--- src/rtl/pulse2wb_pkg.sv ---
// Register map shared by the pulse counter and the pulse generator.
// Address decode values and STATUS bit positions.
package pulse2wb_pkg;

  typedef enum logic [1:0] {
    ADR_GATE   = 2'd0,
    ADR_COUNT  = 2'd1,
    ADR_STATUS = 2'd2,
    ADR_RSVD   = 2'd3
  } adr_e;

  localparam int ST_VALID = 0;
  localparam int ST_OVF   = 1;

endpackage

--- src/rtl/pulse_sync.sv ---
// Two-flop synchroniser for an asynchronous input followed by a rising-edge detector.
// o_rise is high for one cycle per synchronised low-to-high transition.
module pulse_sync (
  input  logic i_clk,
  input  logic i_rst,
  input  logic i_async,
  output logic o_rise
);

  logic sync1_q;
  logic sync2_q;
  logic prev_q;

  always_ff @(posedge i_clk) begin
    if (i_rst) begin
      sync1_q <= 1'b0;
      sync2_q <= 1'b0;
      prev_q  <= 1'b0;
    end else begin
      sync1_q <= i_async;
      sync2_q <= sync1_q;
      prev_q  <= sync2_q;
    end
  end

  assign o_rise = sync2_q & ~prev_q;

endmodule

--- src/rtl/pulse2wb.sv ---
// Wishbone-readable gated pulse counter: counts synchronised rising edges over
// a window of GATE x PRESCALE cycles and captures each window's total into COUNT.
module pulse2wb
  import pulse2wb_pkg::*;
#(
  parameter int DSIZE    = 8,
  parameter int PRESCALE = 10
) (
  input  logic             i_clk,
  input  logic             i_rst,
  input  logic             i_stb,
  input  logic             i_we,
  input  logic [1:0]       i_adr,
  input  logic [DSIZE-1:0] i_dat,
  input  logic             i_e,
  input  logic             i_pulse,
  output logic             o_ack,
  output logic [DSIZE-1:0] o_dat,
  output logic             o_valid
);

  localparam int PW = (PRESCALE > 1) ? $clog2(PRESCALE) : 1;
  localparam logic [DSIZE:0] EDGE_MAX = {1'b0, {DSIZE{1'b1}}};

  logic rise;

  pulse_sync u_sync (
    .i_clk   (i_clk),
    .i_rst   (i_rst),
    .i_async (i_pulse),
    .o_rise  (rise)
  );

  logic             ack_q, ack_d;
  logic [DSIZE-1:0] dat_q, dat_d;
  logic [DSIZE-1:0] gate_q, gate_d;
  logic [DSIZE-1:0] count_q, count_d;
  logic [1:0]       status_q, status_d;
  logic [PW-1:0]    presc_q, presc_d;
  logic [DSIZE-1:0] tick_q, tick_d;
  logic [DSIZE:0]   edge_q, edge_d;
  logic             sat_q, sat_d;

  logic           access;
  logic           rd;
  logic           wr_gate;
  logic           rd_count;
  logic           active;
  logic           tick;
  logic           last_tick;
  logic           capture;
  logic [DSIZE:0] edge_sum;
  logic           edge_ovf;

  assign access    = i_stb & ~ack_q;
  assign rd        = access & ~i_we;
  assign wr_gate   = access & i_we & (i_adr == ADR_GATE);
  assign rd_count  = rd & (i_adr == ADR_COUNT);
  assign active    = i_e & (gate_q != '0);
  assign tick      = (presc_q == PW'(PRESCALE - 1));
  assign last_tick = (tick_q == gate_q - DSIZE'(1));
  // A GATE write restarts the window, so it also suppresses a capture on that edge.
  assign capture   = active & ~wr_gate & tick & last_tick;
  assign edge_sum  = edge_q + {{DSIZE{1'b0}}, rise};
  assign edge_ovf  = (edge_sum > EDGE_MAX);

  always_comb begin
    ack_d    = access;
    dat_d    = '0;
    gate_d   = gate_q;
    count_d  = count_q;
    status_d = status_q;
    presc_d  = presc_q;
    tick_d   = tick_q;
    edge_d   = edge_q;
    sat_d    = sat_q;

    if (rd) begin
      case (adr_e'(i_adr))
        ADR_GATE:   dat_d = gate_q;
        ADR_COUNT:  dat_d = count_q;
        ADR_STATUS: dat_d = DSIZE'(status_q);
        default:    dat_d = '0;
      endcase
    end

    if (wr_gate) gate_d = i_dat;
    if (rd_count) status_d = '0;

    if (wr_gate || !active) begin
      presc_d = '0;
      tick_d  = '0;
      edge_d  = '0;
      sat_d   = 1'b0;
    end else begin
      presc_d = tick ? '0 : presc_q + PW'(1);
      if (capture) begin
        // Capture takes the edge seen this cycle; ovf also flags an unread COUNT.
        count_d            = edge_ovf ? EDGE_MAX[DSIZE-1:0] : edge_sum[DSIZE-1:0];
        status_d[ST_OVF]   = status_d[ST_OVF] | status_d[ST_VALID] | sat_q | edge_ovf;
        status_d[ST_VALID] = 1'b1;
        tick_d             = '0;
        edge_d             = '0;
        sat_d              = 1'b0;
      end else begin
        tick_d = tick ? tick_q + DSIZE'(1) : tick_q;
        edge_d = edge_ovf ? EDGE_MAX : edge_sum;
        sat_d  = sat_q | edge_ovf;
      end
    end
  end

  always_ff @(posedge i_clk) begin
    if (i_rst) begin
      ack_q    <= 1'b0;
      dat_q    <= '0;
      gate_q   <= '0;
      count_q  <= '0;
      status_q <= '0;
      presc_q  <= '0;
      tick_q   <= '0;
      edge_q   <= '0;
      sat_q    <= 1'b0;
    end else begin
      ack_q    <= ack_d;
      dat_q    <= dat_d;
      gate_q   <= gate_d;
      count_q  <= count_d;
      status_q <= status_d;
      presc_q  <= presc_d;
      tick_q   <= tick_d;
      edge_q   <= edge_d;
      sat_q    <= sat_d;
    end
  end

  assign o_ack   = ack_q;
  assign o_dat   = dat_q;
  assign o_valid = status_q[ST_VALID];

endmodule

--- config.mk ---
export PLATFORM = sky130hd
export DESIGN_NAME = pulse2wb
export DESIGN_NICKNAME = d
export VERILOG_FILES = /design/src/rtl/pulse2wb_pkg.sv /design/src/rtl/pulse_sync.sv /design/src/rtl/pulse2wb.sv
export SDC_FILE = /design/constraint.sdc
export NUM_CORES = 1
export LEC_CHECK = 0
export ABC_AREA = 1
export CAP_MARGIN = 25
export CORE_UTILIZATION = 55
export CTS_BUF_LIST = sky130_fd_sc_hd__clkbuf_8
export CTS_CLUSTER_SIZE = 10
export DETAILED_ROUTE_END_ITERATION = 10
export PLACE_DENSITY = 0.78
export SYNTH_ARGS = -nofsm -noshare
export SYNTH_HDL_FRONTEND = slang
export SYNTH_SLANG_ARGS = --single-unit
--- constraint.sdc ---
create_clock -name i_clk -period 3.5 [get_ports i_clk]
set_input_delay 0.875 -clock i_clk [delete_from_list [all_inputs] [get_ports i_clk]]
set_output_delay 0.875 -clock i_clk [all_outputs]
set_load 0.01 [all_outputs]
==> impl_metrics.csv, run 1 <==
group,metric,value,unit
clock_tree,cts_root_buffer,"clkbuf_8",
layout,n_antenna_cell,0,
route,route.detailed.vias_per_inst,5.01,
layout,final_net_count,423,
die,die_width,70.2,um
timing,max_freq,0.410,GHz
synthesis,ys_types,24,
timing,slew_headroom,0.662,
worst_hold_path,tightest_hold_check_type,"flip-flop to flip-flop",
critical_path,r2r_start,"u_sync.sync2_q",
timing,hold-worst-slack,0.408,ns
clock_tree,clk_path_buf_depth,2,
global_routing,number_of_global_route_vias_before_repair,2073,
synthesis,post_synth_instance_area,2560,sq um
route,wirelength_routed,5140,um
timing,total_count_of_hold_check_failures_in_the_final_report,0,
layout,flow.area_growth_from_synthesis,14.9,%
clock_tree,numClockSinks,52,
critical_path,arrival,2.68,ns
placed_design,gp_routability_congestion,0.874,
job,maxCapViolCount,0,
clock_tree,post_cts_setup_buffers,0,
run_status,run_status,"completed",
global_routing,initial_antenna_violation_count,0,
critical_path,crit_path_category,"primary input to flip-flop",
route,route.detailed.drc,0,
synthesis,postSynthRegisterBits,52,
die,ioPinCount,26,
global_routing,grt_pass1_wl,8820,um
timing,fin_crit_sh,0.697,
placed_design,place_worst_setup_slack,0.749,ns
clock_tree,tritoncts,"built",
critical_path,critPathCaptureType,"flip-flop",
timing,skew,0.00593,ns
global_routing,globalRoute.totalOverflow,0,
placed_design,buffer_ports.inserted,25,
pwr,power.static_leakage,1.29,nW
timing,grt_setup_unrepaired,"false",
critical_path,cp.required,3.74,ns
route,initialDrtViolationCount,151,
critical_path,crit_path_start_kind,"primary input",
clock_tree,clk_transition_reported_paths,0.09,ns
synthesis,yosysSeqAreaShare,0.407,
critical_path,critPathSlowestCell,"clkdlybuf4s50_1",
placed_design,number_of_placed_instances_taps_included,445,
critical_path,path_max_fanout,16,
pwr,ir_drop,358,uV
route,wl_per_cell,11.4,um
die,num_rows,24,
layout,final_util,0.666,
layout,nFillCells,398,
route,vias,2264,
die,coreArea,4410,sq um
critical_path,critical_path.cell_chain,"clkdlybuf4s50_1 > nor2_4 > nand3_2 > nand2_2 > nor2_2 > nand2_2 > nor2_8 > nand3_2 > buf_4 > nand2_2 > inv_1 > nor2_1",
timing,tightestPinTransition,0.505,ns
die,effective_utilization_at_floorplan,0.580,
die,floorplan.die.height,70.2,um
placed_design,dp_hpwl,3940,um
layout,post_route_cells_drive_above_1_share,0.0800,
clock_tree,worst_skew_pair.late_latency,0.30,ns
timing,fin_ws,1.06,ns
clock_tree,ctsHoldBuffers,0,
timing,timing.final.max_slew_violations,0,
synthesis,net_count_after_synthesis,394,
global_routing,gr-usage-all-layers,0.222,
die,design.die.area,4930,sq um
layout,final_cell_count_no_fill,452,
timing,finalSetupViolations,0,
pwr,pwr_density_cell,361,nW/um^2
clock_tree,post_cts_resize_count,0,
timing,setup_total_negative_slack,0,ns
route,number_of_iterations_in_the_first_detailed_routing_pass,4,
synthesis,syn_avg_cell_area,6.90,sq um
critical_path,maximum_cell_stage_delay_along_the_critical_path,0.56,ns
critical_path,setup.worst_path.start,"i_adr[1]",
worst_hold_path,hp-start,"u_sync.sync1_q",
timing,min_period,2.44,ns
synthesis,synthCells,371,
synthesis,synth.yosys.warnings,0,
route,detail-route-antenna-nets,0,
global_routing,grt_max_degree,17,
clock_tree,htree_levels,2,
critical_path,timing.critical_path.mode_cell,"nand2_2",
clock_tree,number_of_cts_inserted_buffers,5,
-- worst paths after layout --
kind	end	slack, ns	cells past startpoint
worst max-delay path	count_q[2]	1.06	12
worst min-delay path	u_sync.sync2_q	0.41	2
worst max register to register	count_q[3]	1.37	13
worst min register to register	u_sync.sync2_q	0.41	2
-- metrics by stage --
step           total power [W]  cell area, sq um
2_1_floorplan         0.000698              2560
3_3_place_gp          0.000734              2860
3_5_place_dp          0.000736              2860
4_1_cts                0.00107              2940
5_1_grt                0.00111              2940
6_report               0.00106              2940
-- cell type report --
cell class | instances | area [sq um] | area share
well taps | 52 | 65.1 | 0.0221
clock buffers | 5 | 68.8 | 0.0234
clock inverters | 2 | 16.3 | 0.00553
flip-flops and latches | 52 | 1040 | 0.354
repair buffers | 27 | 265 | 0.0902
multi-input cells | 258 | 1270 | 0.433
inverters | 56 | 210 | 0.0715
-- critical path, delay by kind of cell --
kind	cells	cell delay, ns
simple gates	9	1.00
buf+inv	3	0.79
-- synth_stat cells --
cell / count / area share
or2_2: 2 / 0.0049
nand2_2: 12 / 0.029
dfxtp_1: 52 / 0.41
nand3_1: 20 / 0.039
nand3b_1: 1 / 0.0029
buf_6: 2 / 0.0088
inv_1: 55 / 0.081
clkbuf_1: 3 / 0.0044
o21ai_0: 10 / 0.020
nor3_1: 3 / 0.0059
nand3_2: 2 / 0.0078
nor2_2: 2 / 0.0049
a21oi_1: 20 / 0.039
nor2_1: 54 / 0.079
inv_2: 1 / 0.0015
nand2_1: 96 / 0.14
nor2_8: 1 / 0.0078
o21ai_1: 1 / 0.0020
conb_1: 1 / 0.0015
nand4_1: 13 / 0.032
nor2_4: 3 / 0.013
xnor2_1: 3 / 0.010
xor2_1: 7 / 0.024
ha_1: 7 / 0.034
-- sequential cells by signal, summed over array words and instances (netlist names) --
signal          count
o_ack               1
sat_q               1
o_dat               8
u_sync.sync1_q      1
edge_q              9
presc_q             4
u_sync.sync2_q      1
tick_q              8
count_q             8
u_sync.prev_q       1
status_q            2
gate_q              8
-- report_power, final --
group | switching, W | internal, W | total (W) | leakage, nW
clock | 0.000200 | 0.000140 | 0.000340 | 0.0406
combinational | 0.0000673 | 0.0000439 | 0.000111 | 0.824
sequential | 0.0000106 | 0.000602 | 0.000613 | 0.421
-- layout by cell type (no fill, tap or decap), types with 2 or more instances in the layout --
| master | Yosys | routed |
|---|---|---|
| nor2_2 | 2 | 2 |
| nand3_1 | 20 | 20 |
| nor3_1 | 3 | 3 |
| clkbuf_8 | 0 | 5 |
| clkdlybuf4s50_1 | 0 | 25 |
| nor2_1 | 54 | 54 |
| nand4_1 | 13 | 13 |
| or2_2 | 2 | 2 |
| inv_1 | 55 | 55 |
| xnor2_1 | 3 | 3 |
| ha_1 | 7 | 7 |
| xor2_1 | 7 | 7 |
| o21ai_0 | 10 | 10 |
| nand2_2 | 12 | 12 |
| nor2_4 | 3 | 3 |
| dfxtp_1 | 52 | 52 |
| buf_4 | 0 | 2 |
| nand2_1 | 96 | 96 |
| nand3_2 | 2 | 2 |
| a21oi_1 | 20 | 20 |
-- routing by layer --
metal / part of all wire / up-vias / GRT usage / wire length (um)
met1: 0.49 / 982 / 0.292 / 2520
li1: - / 1206 / - / -
met5: 0 / - / 0 / 0
met4: 0.018 / 0 / 0.0800 / 95
met3: 0.048 / 8 / 0.0476 / 247
met2: 0.44 / 68 / 0.356 / 2280
-- cells by family (layout without fill, tap and decap cells) --
kind of cell,after synthesis,count (layout),synth area share
AND/OR/NAND/NOR,209,209,0.368
AO/OA/AOI/OAI,31,31,0.0606
adder cells (fa/ha/maj),7,7,0.0342
flip-flops,52,52,0.407
other,1,1,0.00146
XOR/XNOR,10,10,0.0342
buffers and inverters,61,90,0.0953
No activity file was read; power rests on OpenSTA's default activity.
==> run 2, diff against run 1 <==
CORE_UTILIZATION = 53   (was 55)
clock period = 1.95 ns   (was 3.5 ns; I/O delays follow)
==> run 2 against run 1 <==
  * Via count grew 3.8%
  * Largest power group unchanged
  * Register-to-register slack lost 1.3 ns
  * Highest routed layer unchanged
  * Core utilization grew 4.4 points
  * Sequential power grew 79%
  * Routed wire length grew 4.1%
  * Clock skew grew 0.0046 ns
  * Combinational power grew 120%
==> impl_metrics.csv, run 2 (synthesis results as in run 1) <==
group,metric,value,unit
run_status,run_status,"completed",
route,number_of_iterations_in_the_first_detailed_routing_pass,4,
die,ioPinCount,26,
critical_path,crit_path_start_kind,"flip-flop",
timing,total_count_of_hold_check_failures_in_the_final_report,0,
die,floorplan.die.height,71.5,um
pwr,power_frac_clock,0.353,
pwr,power_switching_share,0.243,
layout,post_route_cells_drive_above_1_share,0.166,
route,route.detailed.vias_per_inst,4.96,
die,effective_utilization_at_floorplan,0.568,
layout,final_cell_count_no_fill,474,
placed_design,number_of_placed_instances_taps_included,464,
route,wirelength_routed,5350,um
route,initialDrtViolationCount,146,
die,design.die.area,5110,sq um
pwr,power.static_leakage,1.42,nW
global_routing,gr-usage-all-layers,0.225,
critical_path,critical_path.cell_chain,"inv_1 > nor2_2 > ha_2 > ha_1 > nand2_2 > nor2_4 > buf_4 > or2_2 > a21oi_2 > nand4_1 > nand2_1 > nor2_1",
critical_path,crit_path_category,"flip-flop to flip-flop",
clock_tree,clk_path_buf_depth,2,
pwr,proportion_of_power_drawn_by_combinational_gates,0.118,
global_routing,globalRoute.totalOverflow,0,
pwr,post-layout-total-power,0.00207,W
worst_hold_path,worst_hold_path.num_cells,2,
critical_path,path_max_fanout,4,
critical_path,cp.required,2.16,ns
critical_path,arrival,2.10,ns
clock_tree,ctsHoldBuffers,0,
pwr,pwr_density_cell,648,nW/um^2
route,wl_per_cell,11.3,um
route,vias,2351,
critical_path,critPathCaptureType,"flip-flop",
layout,mostFrequentLayoutCell,"nand2_1",
global_routing,grt_max_degree,17,
layout,n_antenna_cell,0,
pwr,ir_drop,450,uV
global_routing,grt_pass1_wl,9070,um
layout,highest_count_cells_in_the_layout_ignoring_fill_and_taps,"nand2_1, inv_1, nor2_1, dfxtp_1, clkdlybuf4s50_1",
critical_path,depth_of_the_worst_register_to_register_path,12,
clock_tree,numClockSinks,52,
die,num_rows,24,
pwr,power_switching,0.000503,W
clock_tree,clk_transition_reported_paths,0.09,ns
layout,flow.area_growth_from_synthesis,25.0,%
worst_hold_path,tightest_hold_check_type,"flip-flop to flip-flop",
layout,nFillCells,371,
critical_path,maximum_cell_stage_delay_along_the_critical_path,0.31,ns
clock_tree,tritoncts,"built",
job,maxCapViolCount,0,
route,route.detailed.drc,0,
timing,finalSetupViolations,0,
timing,fin_ws,0.0618,ns
placed_design,dp_hpwl,3950,um
clock_tree,htree_levels,2,
timing,max_freq,0.530,GHz
placed_design,place_worst_setup_slack,-0.104,ns
layout,final_net_count,444,
timing,min_period,1.89,ns
timing,skew,0.0105,ns
clock_tree,worst_skew_pair.late_latency,0.31,ns
pwr,internal-power,0.00157,W
clock_tree,number_of_cts_inserted_buffers,5,
route,detail-route-antenna-nets,0,
global_routing,initial_antenna_violation_count,0,
placed_design,gp_routability_congestion,0.907,
pwr,seq_power_share,0.529,
global_routing,number_of_global_route_vias_before_repair,2069,
timing,timing.final.max_slew_violations,0,
layout,largest-register,"edge_q",
timing,fin_crit_sh,0.968,
critical_path,critPathSlowestCell,"dfxtp_1",
die,die_width,71.5,um
die,coreArea,4500,sq um
clock_tree,cts_root_buffer,"clkbuf_8",
layout,largest_reg_flops,9,
placed_design,buffer_ports.inserted,25,
run 2: cell count changes in the layout (fill, tap and decap cells not counted), sizes merged:
| cell | previous run | this run |
|---|---|---|
| clkinv | 0 | 1 |
| bufinv | 0 | 1 |
| buf | 2 | 23 |
| inv | 57 | 56 |
run 2: power groups by stage:
stage	Sequential [W]	Clock, W	Combinational (W)
after floorplan	0.00112	0	0.000135
final	0.00110	0.000732	0.000244
after detailed placement	0.00112	0	0.000233
after global routing	0.00110	0.000786	0.000273
after CTS	0.00110	0.000749	0.000234
after global placement	0.00112	0	0.000227
run 2: critical path, delay by kind of cell, from the launching register on:
family,cells,cell delay [ns]
simple gates,7,0.73
fa+ha+maj,2,0.36
flops,1,0.31
buf+inv,2,0.21
compound gates,1,0.20
run 2: metrics by stage:
step | area, sq um | hold WS (ns) | utilization | setup TNS, ns
after floorplan | 2560 | 0.388 | - | 0
after global placement | 3020 | 0.392 | 0.671 | -0.305
after detailed placement | 3020 | 0.397 | 0.671 | -1.92
after CTS | 3140 | 0.412 | 0.697 | -0.0301
after global routing | 3200 | 0.431 | 0.711 | -0.220
final | 3200 | 0.410 | 0.711 | 0
run 2: metal layers:
metal / vias to the layer above / GRT usage / share of wire
li1: 1245 / - / -
met1: 1030 / 0.300 / 0.48
met2: 67 / 0.360 / 0.45
met3: 9 / 0.0422 / 0.048
met4: 0 / 0.0937 / 0.015
met5: - / 0 / 0
run 2: worst paths after layout:
check	from	to	slack [ns]
setup / recovery	u_sync.sync2_q	count_q[4]	0.06
hold / removal	u_sync.sync1_q	u_sync.sync2_q	0.41
setup reg to reg	u_sync.sync2_q	count_q[4]	0.06
hold reg to reg	u_sync.sync1_q	u_sync.sync2_q	0.41
run 2: area by class of cell:
type,instances,area [sq um],share of cell area
inverter,56,210,0.0657
tap,52,65.1,0.0203
multi-input combinational,258,1320,0.413
clock inverter,3,42.5,0.0133
timing repair buffer,48,448,0.140
clock buffer,5,68.8,0.0215
sequential,52,1040,0.326
run 2: repair_timing:
| item | in CTS | in global routing |
|---|---|---|
| pin swaps | 0 | 2 |
| endpoints found under the setup margin | 12 | 22 |
| gates resized for setup | 1 | 17 |
| buffers inserted | 0 | 2 |
